$ cat src/rtl/sram_arbiter.sv
// sram_arbiter
//   Arbitrates a core port and a debug port onto one synchronous SRAM port.
//   The core has priority. A debug request that keeps losing is forced to win
//   once it has lost MAX_WAIT times in a row. Debug can also lock the SRAM for
//   its own exclusive use.
//   The SRAM address, write enable and write data are registered from the
//   winner. Read data comes back on the winner's rdata/rvalid two cycles after
//   the grant.
// Ports
//   clk, arst_n                     clock, asynchronous active-low reset
//   core_req/we/addr/wdata          core request (held stable until granted)
//   core_grant                      combinational accept for this edge
//   core_rdata, core_rvalid         core read return and one-cycle strobe
//   dbg_req/we/lock/addr/wdata      debug request, lock asks for exclusivity
//   dbg_grant, dbg_rdata, dbg_rvalid
//   sram_addr, sram_write_en, sram_data_out, sram_data_in   SRAM port
module sram_arbiter #(
    parameter int unsigned MAX_WAIT = 4
) (
    input  logic       clk,
    input  logic       arst_n,
    input  logic       core_req,
    input  logic       core_we,
    input  logic [7:0] core_addr,
    input  logic [7:0] core_wdata,
    output logic       core_grant,
    output logic [7:0] core_rdata,
    output logic       core_rvalid,
    input  logic       dbg_req,
    input  logic       dbg_we,
    input  logic       dbg_lock,
    input  logic [7:0] dbg_addr,
    input  logic [7:0] dbg_wdata,
    output logic       dbg_grant,
    output logic [7:0] dbg_rdata,
    output logic       dbg_rvalid,
    output logic [7:0] sram_addr,
    output logic       sram_write_en,
    output logic [7:0] sram_data_out,
    input  logic [7:0] sram_data_in
);

    typedef enum logic {SHARED = 1'b0, DBG_LOCKED = 1'b1} state_t;

    localparam logic [3:0] MAX_W = 4'(MAX_WAIT);

    state_t     state_q, state_d;
    logic [3:0] wait_cnt_q, wait_cnt_d;
    logic [7:0] addr_q, addr_d, wdata_q, wdata_d;
    logic       we_q, we_d;
    // One read in flight at most: issued at the grant edge, captured at the next.
    logic       rd_pend_q, rd_pend_d;
    logic       rd_owner_q, rd_owner_d;  // 1 = debug
    logic [7:0] core_rdata_q, core_rdata_d, dbg_rdata_q, dbg_rdata_d;
    logic       core_rvalid_q, core_rvalid_d, dbg_rvalid_q, dbg_rvalid_d;

    // Grants are combinational. Gating them with arst_n keeps them low while
    // reset is held, without waiting for a clock edge.
    always_comb begin
        core_grant = 1'b0;
        dbg_grant  = 1'b0;
        if (arst_n) begin
            if (state_q == DBG_LOCKED) begin
                dbg_grant = dbg_req;
            end else if (dbg_req && (!core_req || wait_cnt_q == MAX_W)) begin
                dbg_grant = 1'b1;
            end else begin
                core_grant = core_req;
            end
        end
    end

    always_comb begin
        state_d       = state_q;
        wait_cnt_d    = 4'd0;
        addr_d        = addr_q;
        wdata_d       = wdata_q;
        we_d          = 1'b0;
        rd_pend_d     = 1'b0;
        rd_owner_d    = rd_owner_q;
        core_rdata_d  = core_rdata_q;
        dbg_rdata_d   = dbg_rdata_q;
        core_rvalid_d = 1'b0;
        dbg_rvalid_d  = 1'b0;

        case (state_q)
            SHARED: begin
                // A lock only takes effect once debug actually wins.
                if (dbg_grant && dbg_lock) state_d = DBG_LOCKED;
                if (dbg_req && !dbg_grant)
                    wait_cnt_d = (wait_cnt_q >= MAX_W) ? MAX_W : wait_cnt_q + 4'd1;
            end
            DBG_LOCKED: begin
                if (!dbg_lock) state_d = SHARED;
            end
            default: state_d = SHARED;
        endcase

        if (core_grant || dbg_grant) begin
            addr_d     = dbg_grant ? dbg_addr  : core_addr;
            wdata_d    = dbg_grant ? dbg_wdata : core_wdata;
            we_d       = dbg_grant ? dbg_we    : core_we;
            rd_pend_d  = !we_d;
            rd_owner_d = dbg_grant;
        end

        // The SRAM presents data for the previous edge's address. Route it to
        // the recorded owner only, so the other port's rdata is untouched.
        if (rd_pend_q) begin
            if (rd_owner_q) begin
                dbg_rdata_d  = sram_data_in;
                dbg_rvalid_d = 1'b1;
            end else begin
                core_rdata_d  = sram_data_in;
                core_rvalid_d = 1'b1;
            end
        end
    end

    always_ff @(posedge clk or negedge arst_n) begin
        if (!arst_n) begin
            state_q       <= SHARED;
            wait_cnt_q    <= 4'd0;
            addr_q        <= 8'd0;
            wdata_q       <= 8'd0;
            we_q          <= 1'b0;
            rd_pend_q     <= 1'b0;
            rd_owner_q    <= 1'b0;
            core_rdata_q  <= 8'd0;
            dbg_rdata_q   <= 8'd0;
            core_rvalid_q <= 1'b0;
            dbg_rvalid_q  <= 1'b0;
        end else begin
            state_q       <= state_d;
            wait_cnt_q    <= wait_cnt_d;
            addr_q        <= addr_d;
            wdata_q       <= wdata_d;
            we_q          <= we_d;
            rd_pend_q     <= rd_pend_d;
            rd_owner_q    <= rd_owner_d;
            core_rdata_q  <= core_rdata_d;
            dbg_rdata_q   <= dbg_rdata_d;
            core_rvalid_q <= core_rvalid_d;
            dbg_rvalid_q  <= dbg_rvalid_d;
        end
    end

    assign sram_addr     = addr_q;
    assign sram_write_en = we_q;
    assign sram_data_out = wdata_q;
    assign core_rdata    = core_rdata_q;
    assign core_rvalid   = core_rvalid_q;
    assign dbg_rdata     = dbg_rdata_q;
    assign dbg_rvalid    = dbg_rvalid_q;

endmodule

$ cat config.mk
export PLATFORM = sky130hd
export DESIGN_NAME = sram_arbiter
export DESIGN_NICKNAME = d
export VERILOG_FILES = /design/src/rtl/sram_arbiter.sv
export SDC_FILE = /design/constraint.sdc
export NUM_CORES = 1
export LEC_CHECK = 0
export ABC_CLOCK_PERIOD_IN_PS = 3120
export CORE_MARGIN = 8
export CORE_UTILIZATION = 35
export CTS_BUF_LIST = sky130_fd_sc_hd__clkbuf_8
export DETAILED_ROUTE_END_ITERATION = 6
export GPL_ROUTABILITY_DRIVEN = 0
export GPL_TIMING_DRIVEN = 0
export PLACE_DENSITY = 0.65
export SLEW_MARGIN = 20
export SYNTH_ARGS = -nofsm -noshare
export SYNTH_HDL_FRONTEND = slang
export SYNTH_SLANG_ARGS = --single-unit
export TNS_END_PERCENT = 1
$ cat constraint.sdc
create_clock -name clk -period 3.12 [get_ports clk]
set_clock_uncertainty 0.15 [all_clocks]
set_input_delay 0.312 -clock clk [delete_from_list [all_inputs] [get_ports clk]]
set_output_delay 0.312 -clock clk [all_outputs]
set_load 0.02 [all_outputs]
==> metrics, run 1 <==
run status finished, final reports clean; area of the mapped netlist 0.002320 mm2; post-CTS clock slew at the launch and capture registers of the worst setup and hold paths 0.09 ns; Seq/Total Area, Yosys 45.31%; post-synthesis xor/xnor area fraction 0%; cell type with the largest total area after synthesis dfrtp_1; total number of vias 1961; synth unique cells 34; total number of clock tree sinks 42; maximum number of buffers from clock root to sink 2; CP dominant cell by count buf_2; area fraction in and, or, nand and nor cells after synthesis 18.61%; DP Wirelength 4899 um; launching element type of the critical path primary input; pre-CTS worst setup slack 0.1873 ns; share of synthesized flip-flops with an asynchronous set or reset 100.0%; maximum number of pins on one net before global-route repair 31; first-pass GRT wire length 11140 um; areal power density over the cells 532.6 mW/mm2; Core Box Area 0.006386 mm2; number of vias per cell after detailed routing 5.215; total count of max-transition violations in the final report 0; initial detailed-routing violation count 103; final setup violating endpoints 0; Die Y-Extent 97.41 um; Required @ worst endpoint 2.66 ns; compound-gate portion of the synthesized area 13.05%; most instantiated flip-flop cell in the synthesis netlist dfrtp_1; Critical Setup Path Class in2out; drt wl/cell 17.90 um; number of placed instances with taps included 366; total leakage power 1.459 nW; ranking of synthesized cells by area dfrtp_1 (45%), mux2_2 (7.8%), mux2i_1 (6.9%); Area Overhead vs Synth 45.31%; initial antenna violation count 0; worst vdd rail ir drop 0.3784 mV; total die area 0.009489 mm2; register area 0.001051 mm2; MaxCap Viol Count 0; remaining antenna violation count 0; largest family of logic cells by synthesized area simple AND/OR/NAND/NOR gates; number of nets produced by synthesis 256; Final Net Count 347; Clk Latency, worst-skew pair 0.30 ns; Worst Tran Pin Value 0.5955 ns; combined global-route utilization of all metal layers 14.22%; Peak Freq 361.5 MHz; share of layout cells above drive strength 1 14.38%; number of remaining DRC errors 0; fin crit period 2.766 ns; cell-by-cell trace of the critical path dlygate4sd3_1, buf_2, buf_12, buf_2, inv_1, nor2_1, clkdlybuf4s50_1; number of buffers added on ports 81; Min-Delay Path Class in2reg; Cell Rows 29; number of inserted diodes 0; most common cell in the netlist dfrtp_1; number of inserted filler cells in the final layout 592; via count of the first global-routing pass 2066; Max Fanout on Critical Path 19; count of state elements after synthesis 42; slowest stage cell, crit path clkdlybuf4s50_1; footprint of the multi-input gates 0.001104 mm2; setup ws final 0.3539 ns; post-synthesis cell count 207; top-level I/O count 84; number of enable-type register cells in the synthesized netlist 0; initial cell density of the core 36.32%; hold violation total from the final report 0; remaining max-slew budget at the tightest pin 60.17%; worst endpoint data arrival time 2.30 ns; arithmetic-cell share of the synthesized area counting full adders, half adders and majority gates 1.079%; average cell area after synthesis 11.21 um2; gr ovfl total 0; post-route insts no fill 376; TritonRoute pass-1 iters 4; CTS Root Cell clkbuf_8; Worst Setup End Kind primary output; number of H-tree levels 2; number of cells upsized or downsized after cts 0; die width 97.41 um; share of Yosys cell area claimed by the top area cell type 45.31%; total routed wirelength 6731 um; crit share post-route 88.66%; TritonCTS clock tree yes; Max stage delay on crit path 0.62 ns; multiplexer share of the synthesized area 14.67%; setup repair bufs after CTS 0; setup repair after global routing missed its margin false; CTS buffer count 5; Yosys Warn Count 0; most instantiated cells after synthesis dfrtp_1 (42), nor2_1 (18)
[worst max-delay path: cells and delay by family]
kind	cells	cell delay, ns
buffers and inverters	6	1.85
and+or+nand+nor	1	0.14
[report_power, final]
part           leakage (nW)  switching, mW  internal (mW)
clock                0.0408          0.206          0.160
combinational         0.919          0.326          0.373
sequential            0.500         0.0678          0.662
[flip-flops by register name, indices dropped and copies added, names as in the netlist]
register	flops
core_rdata	8
dbg_rdata	8
sram_addr	8
sram_data_out	8
wait_cnt_q	4
core_rvalid	1
dbg_rvalid	1
rd_owner_q	1
rd_pend_q	1
sram_write_en	1
state_q	1
[layer usage]
| layer | share of wire, % | routed length, um | vias up | track usage (%) |
|---|---|---|---|---|
| met5 | 0 | 0 | - | 0 |
| li1 | - | - | 932 | - |
| met3 | 6.9 | 462 | 6 | 3.627 |
| met1 | 44 | 2962 | 954 | 18.24 |
| met2 | 49 | 3270 | 69 | 23.59 |
| met4 | 0.53 | 36 | 0 | 2.448 |
[timing repair]
item	CTS	global route
setup endpoints to repair	0	1
endpoints found under the hold margin	12	0
hold buffers	3	0
[kinds of logic after synthesis]
group	after synthesis
buffers and inverters	25
DFF	42
muxes	32
AOI/OAI and AO/OA	41
other	1
and+or+nand+nor	64
adders and majority gates	2
[path summary, 6_finish.rpt]
kind	endpoint	slack [ns]	cells past startpoint	from
worst max-delay path	dbg_grant	0.35	7	arst_n
worst min-delay path	sram_write_en	0.24	3	dbg_req
worst max register to register	sram_data_out[4]	1.40	6	wait_cnt_q[0]
worst min register to register	wait_cnt_q[0]	0.35	1	wait_cnt_q[0]
max in group asynchronous	sram_data_out[4]	1.46	3	arst_n
min in group asynchronous	sram_data_out[7]	0.45	4	arst_n
[cell usage in the layout (no fill, tap or decap), drive strengths merged]
| cell | count |
|---|---|
| clkbuf | 12 |
| dlygate4sd3 | 2 |
| inv | 7 |
| dfrtp | 42 |
| o211ai | 1 |
| mux2i | 16 |
| a21boi | 1 |
| ha | 2 |
| nor4 | 1 |
| and3 | 1 |
| nand3 | 1 |
| nand2b | 3 |
| conb | 1 |
| o21a | 1 |
| mux2 | 16 |
| nand4b | 1 |
| o32ai | 1 |
| nand3b | 16 |
| clkinvlp | 2 |
| o22ai | 1 |
| nor4b | 1 |
| buf | 14 |
| clkdlybuf4s50 | 80 |
| nor2b | 2 |
| or3b | 16 |
| o21ai | 17 |
| nor2 | 18 |
| nand2 | 4 |
| a21oi | 3 |
| a221oi | 16 |
[through the flow]
| stage | power (mW) | hold WS (ns) | util [%] | TNS [ns] | area (um2) |
|---|---|---|---|---|---|
| 2_1_floorplan | 1.079 | -0.1336 | - | 0 | 2320 |
| 3_5_place_dp | 1.445 | 0.08450 | 50.76 | 0 | 3242 |
| 4_1_cts | 1.824 | 0.2310 | 52.84 | 0 | 3374 |
| 3_3_place_gp | 1.433 | 0.3168 | 50.53 | -14.73 | 3227 |
| 6_report | 1.795 | 0.2353 | 52.78 | 0 | 3371 |
| 5_1_grt | 1.889 | 0.2802 | 52.78 | 0 | 3371 |
[layout make-up]
type	count	area share, %
Multi-Input combinational cell	140	32.74
Inverter	6	0.6682
Timing Repair Buffer	85	25.69
Clock buffer	5	2.042
Tap cell	77	2.858
Buffer	18	4.120
Clock inverter	3	0.7053
Sequential cell	42	31.18
Power figures use the tool's default switching activity.
==> run 2, diff against run 1 <==
--- a/config.mk
+++ b/config.mk
@@ -5,7 +5,7 @@
 export SDC_FILE = /design/constraint.sdc
 export NUM_CORES = 1
 export LEC_CHECK = 0
-export ABC_CLOCK_PERIOD_IN_PS = 3120
+export ABC_CLOCK_PERIOD_IN_PS = 2800
 export CORE_MARGIN = 8
 export CORE_UTILIZATION = 35
 export CTS_BUF_LIST = sky130_fd_sc_hd__clkbuf_8
==> constraint.sdc (replaced) <==
create_clock -name clk -period 2.8 [get_ports clk]
set_clock_uncertainty 0.15 [all_clocks]
set_input_delay 0.28 -clock clk [delete_from_list [all_inputs] [get_ports clk]]
set_output_delay 0.28 -clock clk [all_outputs]
set_load 0.02 [all_outputs]
==> run 2 against run 1 <==
Die area unchanged. Largest power group unchanged. Flip-flop and latch count unchanged. Register-to-register slack got worse by 0.31 ns. Non-clock buffer count down 1. Global-route usage down 0.15 points. Hold slack got worse by 0.037 ns. Setup slack worse by 0.17 ns. Routed wire length fell by 0.68%.
==> metrics, run 2 (synthesis gave the netlist of run 1 again) <==
pre-CTS worst setup slack -0.06867 ns; total die area 0.009489 mm2; Max stage delay on crit path 0.62 ns; maximum number of buffers from clock root to sink 2; Die Y-Extent 97.41 um; CTS Root Cell clkbuf_8; gr ovfl total 0; cell-by-cell trace of the critical path inv_1, ha_1, nand4b_4, buf_12, a21boi_4, nor2_1, clkdlybuf4s50_1; maximum number of pins on one net before global-route repair 31; M1 GR Usage 18.11%; worst endpoint data arrival time 2.18 ns; DP Wirelength 4899 um; setup repair bufs after CTS 0; logic depth of the worst register-to-register path 6; most used routing layer met2; Required @ worst endpoint 2.37 ns; met2 Resource Use GR 23.23%; Worst Setup End Kind primary output; remaining max-slew budget at the tightest pin 60.57%; TritonCTS clock tree yes; setup repair after global routing missed its margin false; final standard cell utilization of the core 52.70%; slowest stage cell, crit path clkdlybuf4s50_1; top-level I/O count 84; first-pass GRT wire length 11050 um; final design instance area without fill 0.003366 mm2; most frequent cells in the layout clkdlybuf4s50_1 (80), dfrtp_1 (42), nor2_1 (18); launching element type of the critical path flop; total leakage power 1.455 nW; Min-Delay Path Class in2reg; Worst Tran Pin Value 0.5895 ns; number of inserted diodes 0; most common library cell in the layout ignoring fill and taps clkdlybuf4s50_1; number of buffers added on ports 81; Min Hold Slack 0.1981 ns; total routed wirelength 6685 um; fin crit period 2.611 ns; MaxCap Viol Count 0; number of H-tree levels 2; worst vdd rail ir drop 0.4225 mV; via count of the first global-routing pass 2048; TritonRoute pass-1 iters 5; Final Net Count 346; number of vias per cell after detailed routing 5.184; total count of max-transition violations in the final report 0; met3 usage in global routing 3.627%; number of cells upsized or downsized after cts 0; setup ws final 0.1888 ns; share of layout cells above drive strength 1 14.09%; hold violation total from the final report 0; drt wl/cell 17.83 um; total number of clock tree sinks 42; run status finished, final reports clean; Cell Rows 29; combined global-route utilization of all metal layers 14.07%; total number of vias 1944; Final TNS setup 0 ns; Min-Delay Path Depth 3; die width 97.41 um; CTS buffer count 5; Area Overhead vs Synth 45.09%; Clk Latency, worst-skew pair 0.30 ns; DP Area 0.003242 mm2; number of placed instances with taps included 366; Peak Freq 383.0 MHz; initial detailed-routing violation count 71; final setup violating endpoints 0; Total Power Consumption 2.003 mW; number of remaining DRC errors 0; Core Box Area 0.006386 mm2; remaining antenna violation count 0; crit share post-route 93.26%; Max Fanout on Critical Path 10; initial antenna violation count 0; areal power density over the cells 595.0 mW/mm2; post-CTS clock slew at the launch and capture registers of the worst setup and hold paths 0.09 ns; initial cell density of the core 36.32%; Critical Setup Path Class reg2out; post-route insts no fill 375
run 2: cell types whose count changed in the layout (fill, tap and decap cells not counted):
cell	before	now
buf_2	5	4
run 2: cell type report:
type | instances | area [um2]
inverters | 6 | 22.52
plain buffers | 17 | 133.9
flip-flops and latches | 42 | 1051
multi-input cells | 140 | 1104
repair buffers | 85 | 865.8
well taps | 77 | 96.34
clock buffers | 5 | 68.82
clock inverters | 3 | 23.77
fillers | 592 | 3020
run 2: worst max-delay path, delay by kind of cell (launching register included):
kind | cells | cell delay (ns)
DFF | 1 | 0.41
and+or+nand+nor | 2 | 0.25
AOI/OAI and AO/OA | 1 | 0.14
buffers and inverters | 3 | 0.87
adders and majority gates | 1 | 0.21
run 2: path summary, 6_finish.rpt:
kind / to / slack, ns / from
min in group asynchronous: sram_data_out[7] / 0.48 / arst_n
min: sram_write_en / 0.20 / dbg_req
max reg2reg: sram_addr[6] / 1.09 / wait_cnt_q[0]
max: dbg_grant / 0.19 / wait_cnt_q[0]
max in group asynchronous: sram_data_out[4] / 1.18 / arst_n
min reg2reg: wait_cnt_q[0] / 0.35 / wait_cnt_q[0]
run 2: per-layer routing:
metal | up-vias | routed length [um]
met2 | 72 | 3274
met4 | 0 | 37
met3 | 6 | 427
li1 | 928 | -
met1 | 938 | 2945
met5 | - | 0
run 2: what timing repair did:
item / 4_1_cts / 5_1_grt
setup endpoints to repair: 1 / 1
hold endpoints to repair: 12 / 0
pin swaps: 0 / 0
hold buffers: 3 / 0
run 2: power breakdown:
group          leakage [nW]  switching (mW)  internal, mW  total, mW
clock                0.0408           0.233         0.179      0.412
sequential            0.500          0.0754         0.738      0.813
combinational         0.915           0.362         0.415      0.777
total                  1.46           0.671          1.33       2.00
